==> config.mk <==
export PLATFORM = sky130hd
export DESIGN_NAME = noc_output_allocator
export DESIGN_NICKNAME = d
export VERILOG_FILES = /design/src/rtl/noc_alloc_pkg.sv /design/src/rtl/noc_output_allocator_rr_arbiter.sv /design/src/rtl/noc_output_allocator.sv
export SDC_FILE = /design/constraint.sdc
export NUM_CORES = 1
export LEC_CHECK = 0
export CORE_MARGIN = 2
export CORE_UTILIZATION = 55
export DETAILED_ROUTE_END_ITERATION = 7
export DONT_BUFFER_PORTS = 1
export PLACE_DENSITY = 0.7
export SLEW_MARGIN = 40
export SYNTH_ARGS = -nofsm -noshare
export SYNTH_HDL_FRONTEND = slang
export SYNTH_SLANG_ARGS = --single-unit
==> constraint.sdc <==
create_clock -name clk_noc -period 7.9 [get_ports clk_noc]
set_clock_uncertainty 0.2 [all_clocks]
set_input_delay 2.37 -clock clk_noc [delete_from_list [all_inputs] [get_ports clk_noc]]
set_output_delay 2.37 -clock clk_noc [all_outputs]
set_load 0.01 [all_outputs]
==> src/rtl/noc_alloc_pkg.sv <==
// Shared types and helpers for the NoC per-output switch allocator.
package noc_alloc_pkg;

   typedef enum logic {
      IDLE   = 1'b0,
      LOCKED = 1'b1
   } alloc_state_t;

   localparam int LOCAL_PORT = 0;

   function automatic int credit_width(input int depth);
      return $clog2(depth + 1);
   endfunction

endpackage

==> src/rtl/noc_output_allocator_rr_arbiter.sv <==
// Combinational round-robin pick: first eligible index at or after ptr, cyclic.
module rr_arbiter #(
   parameter int N     = 5,
   parameter int IDX_W = (N > 1) ? $clog2(N) : 1
) (
   input  logic [N-1:0]     eligible,
   input  logic [IDX_W-1:0] ptr,
   output logic [N-1:0]     winner_oh,
   output logic [IDX_W-1:0] winner_idx,
   output logic             any
);

   always_comb begin
      int idx;
      idx        = 0;
      winner_idx = '0;
      any        = |eligible;
      // Walk offsets from farthest to nearest so the nearest eligible index is the last one written.
      for (int k = N - 1; k >= 0; k--) begin
         idx = (int'(ptr) + k) % N;
         if (eligible[idx]) begin
            winner_idx = IDX_W'(idx);
         end
      end
      winner_oh             = '0;
      winner_oh[winner_idx] = any;
   end

endmodule

==> src/rtl/noc_output_allocator.sv <==
// Per-output wormhole switch allocator with round-robin arbitration and downstream credit tracking.
// Optional NOC_ALLOC_PERF_EN adds a saturating credit-stall cycle counter (stall_cycles).
//
// state  | meaning
// IDLE   | output free; arbitrate among eligible inputs each cycle
// LOCKED | output held by owner until its tail flit crosses
module noc_output_allocator
   import noc_alloc_pkg::*;
#(
   parameter int NUM_INPUTS        = 5,
   parameter int FLIT_BUFFER_DEPTH = 8,
   parameter int CREDIT_WIDTH      = credit_width(FLIT_BUFFER_DEPTH)
) (
   input  logic                    clk_noc,
   input  logic                    rst_n,
   input  logic [NUM_INPUTS-1:0]   req,
   input  logic [NUM_INPUTS-1:0]   req_is_tail,
   input  logic [NUM_INPUTS-1:0]   turn_disable,
   output logic [NUM_INPUTS-1:0]   grant,
   output logic                    send_out,
   input  logic                    credit_in,
   output logic [CREDIT_WIDTH-1:0] credits,
   output logic                    locked,
   output logic                    credit_err
`ifdef NOC_ALLOC_PERF_EN
   ,output logic [31:0]            stall_cycles
`endif
);

   localparam int IDX_W = (NUM_INPUTS > 1) ? $clog2(NUM_INPUTS) : 1;
   localparam logic [CREDIT_WIDTH-1:0] CREDIT_MAX = CREDIT_WIDTH'(FLIT_BUFFER_DEPTH);

   alloc_state_t            state_q, state_d;
   logic [IDX_W-1:0]        owner_q, owner_d;
   logic [IDX_W-1:0]        rr_ptr_q, rr_ptr_d;
   logic [CREDIT_WIDTH-1:0] credits_q, credits_d;
   logic                    credit_err_q, credit_err_d;

   logic [NUM_INPUTS-1:0]   eligible;
   logic [NUM_INPUTS-1:0]   win_oh;
   logic [IDX_W-1:0]        win_idx;
   logic                    win_any;
   logic                    credit_ok;
   logic                    credit_full;

   function automatic logic [IDX_W-1:0] wrap_inc(input logic [IDX_W-1:0] i);
      return (int'(i) == NUM_INPUTS - 1) ? '0 : i + 1'b1;
   endfunction

   assign eligible    = req & ~turn_disable;
   assign credit_ok   = (credits_q != '0);
   assign credit_full = (credits_q == CREDIT_MAX);

   rr_arbiter #(
      .N     (NUM_INPUTS),
      .IDX_W (IDX_W)
   ) u_rr_arbiter (
      .eligible   (eligible),
      .ptr        (rr_ptr_q),
      .winner_oh  (win_oh),
      .winner_idx (win_idx),
      .any        (win_any)
   );

   always_comb begin
      state_d  = state_q;
      owner_d  = owner_q;
      rr_ptr_d = rr_ptr_q;
      grant    = '0;
      unique case (state_q)
         IDLE: begin
            if (credit_ok && win_any) begin
               grant = win_oh;
               if (req_is_tail[win_idx]) begin
                  rr_ptr_d = wrap_inc(win_idx);
               end else begin
                  state_d = LOCKED;
                  owner_d = win_idx;
               end
            end
         end
         LOCKED: begin
            if (credit_ok && req[owner_q]) begin
               grant[owner_q] = 1'b1;
               if (req_is_tail[owner_q]) begin
                  state_d  = IDLE;
                  rr_ptr_d = wrap_inc(owner_q);
               end
            end
         end
         default: state_d = IDLE;
      endcase
      // Keep the link quiet while reset is held, even with requests present.
      if (!rst_n) begin
         grant = '0;
      end
   end

   assign send_out = |grant;

   always_comb begin
      credits_d    = credits_q;
      credit_err_d = credit_err_q;
      unique case ({send_out, credit_in})
         2'b10:   credits_d = credits_q - 1'b1;
         2'b01: begin
            if (credit_full) begin
               credit_err_d = 1'b1;
            end else begin
               credits_d = credits_q + 1'b1;
            end
         end
         default: credits_d = credits_q;
      endcase
   end

   always_ff @(posedge clk_noc or negedge rst_n) begin
      if (!rst_n) begin
         state_q      <= IDLE;
         owner_q      <= IDX_W'(LOCAL_PORT);
         rr_ptr_q     <= IDX_W'(LOCAL_PORT);
         credits_q    <= CREDIT_MAX;
         credit_err_q <= 1'b0;
      end else begin
         state_q      <= state_d;
         owner_q      <= owner_d;
         rr_ptr_q     <= rr_ptr_d;
         credits_q    <= credits_d;
         credit_err_q <= credit_err_d;
      end
   end

   assign credits    = credits_q;
   assign locked     = (state_q == LOCKED);
   assign credit_err = credit_err_q;

`ifdef NOC_ALLOC_PERF_EN
   logic [31:0] stall_q, stall_d;
   logic        stalled;

   assign stalled = !credit_ok && ((state_q == IDLE) ? (|eligible) : req[owner_q]);

   always_comb begin
      stall_d = stall_q;
      if (stalled && (stall_q != '1)) begin
         stall_d = stall_q + 32'd1;
      end
   end

   always_ff @(posedge clk_noc or negedge rst_n) begin
      if (!rst_n) begin
         stall_q <= '0;
      end else begin
         stall_q <= stall_d;
      end
   end

   assign stall_cycles = stall_q;
`endif

endmodule

==> metrics.txt, run 1 <==
RSZ-0062 raised after global routing=no; Root Driver=clkbuf_8; final setup vio count=0; Post-CTS Setup Bufs=0; max cap viols=0; hold buffers post-CTS=0; Total GRT Usage=25.06%; area growth from synthesis to layout=3.595%; Slew headroom=56.81%; clk_lat worst skew=0.25 ns; Final HPWL DP=4890 um; WL/cell=17.01 um; worst stage delay on the critical path=0.65 ns; number of port buffers=0; most frequent cells in the layout=26 x nand2_1, 23 x ha_1, 21 x nor2_1; CTS clk-pin slew, worst paths=about 0.05 ns; Synth Net Count=about 360; GRT overflow=0; critical path class=input port to primary output; TritonCTS buffer count=3; Detail Route Antenna Nets=0; ys flop type=dfrtp_1; Post-synth EDFFs=0; DRC Markers=0; # resized after CTS=0; global-route wire length before repair=10360 um; DR vias/cell=around 6.7; Post-Syn Area=0.002471 mm2; Cell Rows=24; layout net count=360; Max clock buf depth=2; Synth Register Bits=12; Pre-Repair DR Iteration Count=4; CP Data Arrival Time=4.86 ns; Final Hold Vio Count=0; max-slew violations=0; Ant. Diodes=0; final period utilization=94.05%; layout cell share with drive strength beyond 1=around 8.5%; setup TNS=0 ns; DR vias=2481; cell taking the most area after synthesis=ha_1; CTS H-tree lvls=1; status=finished clean; top-level port count=30; share of the synthesized area in the top cell type=11.65%; synth top area cells=ha_1 12%, dfrtp_1 11%, mux2i_1 6.1%; Min-Delay Path Class=register to register; largest net degree at the start of global routing=21; cells after synthesis=321; CTS sink count=12; post-synthesis cell type count=slightly above 70; Least-Margin Pin Slew=0.6463 ns; Final Wtd Congestion=1.038; initial core utilization=56.75%; Seq/Total Area, Yosys=12.20%; Iteration-0 DRC Markers=162; CTS tree=done; Core Area=0.004354 mm2; Worst Path Max Fanout=7; vias in the first global route=2240; Worst EP required=5.33 ns; slowest stage cell, crit path=a2111oi_1; syn_area_per_cell=7.698 um2; final wirelength=6276 um; initial antenna violation count=0; Die Footprint=0.005045 mm2; CP cell instances=nand2b_1, a2111oi_1, a211oi_1, a311oi_1, and4b_1, a211oi_2, or2_1, inv_1, a32o_1; CP Capture Type=primary output; Syn. warnings=0; commonest non-fill, non-tap cell in the layout=nand2_1; Async SR Flop Fraction=100.0%; critical path startpoint category=input port; Tmin final=~7.4 ns; fmax=0.1346 GHz; Die X=around 71 um; Die Height=approximately 71 um
## cell families after synthesis
logic type	synth area share (%)
AOI/OAI and AO/OA	29.37
xor gates and xnor gates	2.836
buffers and inverters	5.215
DFF	12.20
adders and majority gates	12.91
and+or+nand+nor	28.20
muxes	9.265
## final timing paths
| check | startpoint | end | slack [ns] | cells past startpoint |
|---|---|---|---|---|
| min in group asynchronous | rst_n | owner_q[1] | 1.61 | 0 |
| max reg2reg | rr_ptr_q[1] | rr_ptr_q[0] | 2.74 | 17 |
| max | turn_disable[4] | grant[0] | 0.47 | 9 |
| min | credit_err | credit_err | 0.35 | 1 |
| min reg2reg | credit_err | credit_err | 0.35 | 1 |
| max in group asynchronous | rst_n | credits[3] | 5.71 | 0 |
## metal layers
| metal | track usage (%) | wire [um] |
|---|---|---|
| met1 | 35.56 | 3037 |
| met2 | 38.73 | 2766 |
| met3 | 6.268 | 447 |
| met4 | 5.241 | 25 |
| met5 | 0 | 0 |
## through the flow
stage	instances	instance area (um2)	utilization [%]	hold WS (ns)	worst slack, ns
after floorplan	321	2471	-	0.3134	0.9020
after global placement	365	2505	57.53	0.3363	0.6377
after detailed placement	365	2505	57.53	0.3372	0.5414
after CTS	369	2560	58.79	0.3525	0.5387
after global routing	369	2560	58.79	0.3618	0.3119
final	369	2560	58.79	0.3455	0.4700
## flip-flops by register name, summed over array words and instances, names as in the netlist
register and count:
credit_err 1, rr_ptr_q 3, credits 4, owner_q 3, locked 1
## critical path: cells and delay by family
family	cells	cell delay (ns)
buffers and inverters	1	0.11
and+or+nand+nor	3	0.71
AOI/OAI and AO/OA	5	1.65
## synth_stat cells (4+ instances only)
cell,n
nor2_1,21
mux2i_1,15
nand2_1,26
and2_1,4
o21ai_0,13
dfrtp_1,11
a21o_1,4
clkbuf_1,5
xnor2_1,7
a21oi_1,17
ha_1,23
o21bai_1,4
o22ai_1,5
nor2b_1,8
a31oi_1,4
inv_1,17
o211ai_1,8
o21a_1,4
nor3_1,11
buf_2,4
nand2b_1,15
nand3_1,13
## final cells by class
class,count,area (um2)
repair buffers,4,30.03
flip-flops and latches,12,301.5
fillers,400,1794
clock buffers,4,55.05
multi-input cells,279,2041
well taps,52,65.06
inverters,18,67.56
Power of run 1 is not shown: default switching activity piles up to over one toggle a cycle in this logic, so the estimate is an artifact.
==> run 2: changes to the inputs <==
--- a/config.mk
+++ b/config.mk
@@ -9,8 +9,10 @@
 export CORE_UTILIZATION = 55
 export DETAILED_ROUTE_END_ITERATION = 7
 export DONT_BUFFER_PORTS = 1
+export HOLD_SLACK_MARGIN = 0.12
 export PLACE_DENSITY = 0.7
 export SLEW_MARGIN = 40
 export SYNTH_ARGS = -nofsm -noshare
 export SYNTH_HDL_FRONTEND = slang
+export SYNTH_HIERARCHICAL = 1
 export SYNTH_SLANG_ARGS = --single-unit
==> metrics.txt, run 2 <==
register area=302.8 um2; fmax=0.1296 GHz; status=finished clean; Syn. warnings=6; Async SR Flop Fraction=100.0%; placed insts=399; Root Driver=clkbuf_8; critical path class=register to primary output; layout net count=just under 400; Final Wtd Congestion=1.052; initial core utilization=57.90%; setup TNS=0 ns; post-route insts no fill=between 400 and 500; Slew headroom=57.40%; critical path startpoint category=register; Pre-Repair DR Iteration Count=7; Cell Rows=25; cell taking the most area after synthesis=ha_1; Least-Margin Pin Slew=~0.63 ns; Tmin final=7.714 ns; commonest non-fill, non-tap cell in the layout=inv_1; CP Data Arrival Time=between 5 and 6 ns; syn_area_per_cell=8.203 um2; filler cell count=~420; Iteration-0 DRC Markers=122; top-count cell post-synth=inv_1; ys flop type=dfrtp_1; synth top area cells=ha_1 14%, dfrtp_1 9.9%, mux2i_1 6.8%; cells after synthesis=340; number of port buffers=0; Core Area=0.004817 mm2; CTS clk-pin slew, worst paths=roughly 0.06 ns; max cap viols=0; Final HPWL DP=5170 um; initial antenna violation count=0; Final WS setup=0.1863 ns; hold buffers post-CTS=0; largest net degree at the start of global routing=28; GRT overflow=0; DR vias=2674; final period utilization=a little over nine tenths; most frequent cells in the layout=32 x inv_1, 28 x ha_1, 20 x nand2_1; Worst EP required=5.33 ns; Min-Delay Path Class=register to register; max-slew violations=0; WL/cell=about 17 um; top cells by count, synth=35 x inv_1, 31 x ha_1, 20 x nand2_1, 19 x mux2i_1, 18 x nor2_1; Detail Route Antenna Nets=0; Post-synth EDFFs=0; Max clock buf depth=2; Die Height=approximately 75 um; TritonCTS buffer count=3; area growth from synthesis to layout=12.20%; CP Capture Type=primary output; clk_lat worst skew=0.25 ns; global-route wire length before repair=10860 um; Worst Path Max Fanout=11; Post-Place Setup Slack=approximately 0.091 ns; Seq/Total Area, Yosys=10.81%; Final Hold Vio Count=0; CTS tree=done; final wirelength=7076 um; vias in the first global route=approximately 2400; Total GRT Usage=24.33%; top-level port count=30; Multi-input gate area=0.002395 mm2; DR vias/cell=6.522; layout cell share with drive strength beyond 1=roughly a quarter; CTS H-tree lvls=1; CTS sink count=12; Post-Route Utilization=64.96%; post-synthesis cell type count=86; Die Footprint=0.005657 mm2; share of the synthesized area in the top cell type=13.91%; DRC Markers=0; Ant. Diodes=0; Post-Syn Area=0.002789 mm2; Die X=75.21 um; final setup vio count=0; max FFs per register=4; Synth Net Count=391; Synth Register Bits=12
-- run 2: cell count changes after synthesis, sizes merged, moves of 5 or more --
cell / before / now
clkbuf: 5 / 10
and3: 2 / 8
nor4: 2 / 7
nand2: 26 / 20
nand4: 3 / 8
nand2b: 15 / 10
mux2i: 15 / 20
ha: 23 / 31
o41ai: 0 / 6
nand3: 13 / 4
inv: 18 / 36
-- run 2: critical path: stages (launching register included) --
cell	delay (ns)
dfrtp_1	0.37
inv_1	0.12
buf_6	0.18
ha_1	0.28
inv_2	0.12
ha_2	0.22
nor2_2	0.06
a21oi_4	0.20
xnor2_4	0.17
inv_1	0.11
ha_1	0.28
nand2b_1	0.13
o311ai_2	0.13
a21oi_2	0.33
inv_2	0.12
a211oi_4	0.30
nor4_2	0.11
a211o_1	0.30
a41o_4	0.31
nor2b_1	0.18
nor4_2	0.30
nor2_1	0.07
a21oi_1	0.17
o221a_4	0.24
inv_1	0.08
-- run 2: final timing paths --
kind,from,endpoint,slack (ns),cells after the start
max in group asynchronous,rst_n,credits[3],5.72,0
max reg2reg,rr_ptr_q[1],credits[3],1.38,29
max,rr_ptr_q[1],send_out,0.19,24
min,credit_err,credit_err,0.35,1
min reg2reg,credit_err,credit_err,0.35,1
min in group asynchronous,rst_n,rr_ptr_q[1],1.61,0
-- run 2: layout make-up --
cell class,instances,share of cell area [%]
clock buffer,4,1.759
tap,67,2.679
timing repair buffer,18,4.958
multi-input combinational,273,76.53
inverter,36,4.398
sequential,12,9.676
-- run 2: what timing repair did --
item / in CTS / in global routing
setup endpoints to repair: 1 / 1
resized for setup: 1 / 35
setup buffers: 1 / 6
pin swaps: 2 / 10
-- run 2: cell families after synthesis --
logic type      count (synthesis)  share of synthesized area [%]
mux                            27                          10.95
fa+ha+maj                      33                          15.34
flops                          12                          10.81
buf+inv                        55                          9.466
compound gates                 98                          27.91
xor+xnor                        9                          4.038
simple gates                  106                          21.49
-- run 2: per-layer routing --
layer | wire [um] | track usage, % | vias up
li1 | - | - | 1270
met1 | 3259 | 35.47 | 1281
met2 | 3264 | 38.40 | 107
met3 | 462 | 3.882 | 16
met4 | 89 | 4.288 | 0
met5 | 0 | 0 | -
-- run 2: through the flow --
stage / hold slack [ns] / area, um2
floorplan: 0.3134 / 2790
global placement: 0.3366 / 2829
detailed placement: 0.3385 / 2829
CTS: 0.3543 / 2897
global route: 0.3624 / 3129
finish: 0.3511 / 3129
Power of run 2 is left out for the same reason.
==> run 3: changes to the inputs <==
--- a/config.mk
+++ b/config.mk
@@ -5,6 +5,7 @@
 export SDC_FILE = /design/constraint.sdc
 export NUM_CORES = 1
 export LEC_CHECK = 0
+export CAP_MARGIN = 20
 export CORE_MARGIN = 2
 export CORE_UTILIZATION = 55
 export DETAILED_ROUTE_END_ITERATION = 7
==> results of run 3 <==
The final DEF is identical to that of run 2; final timing and power are the same.
Power of run 3 is left out for the same reason.
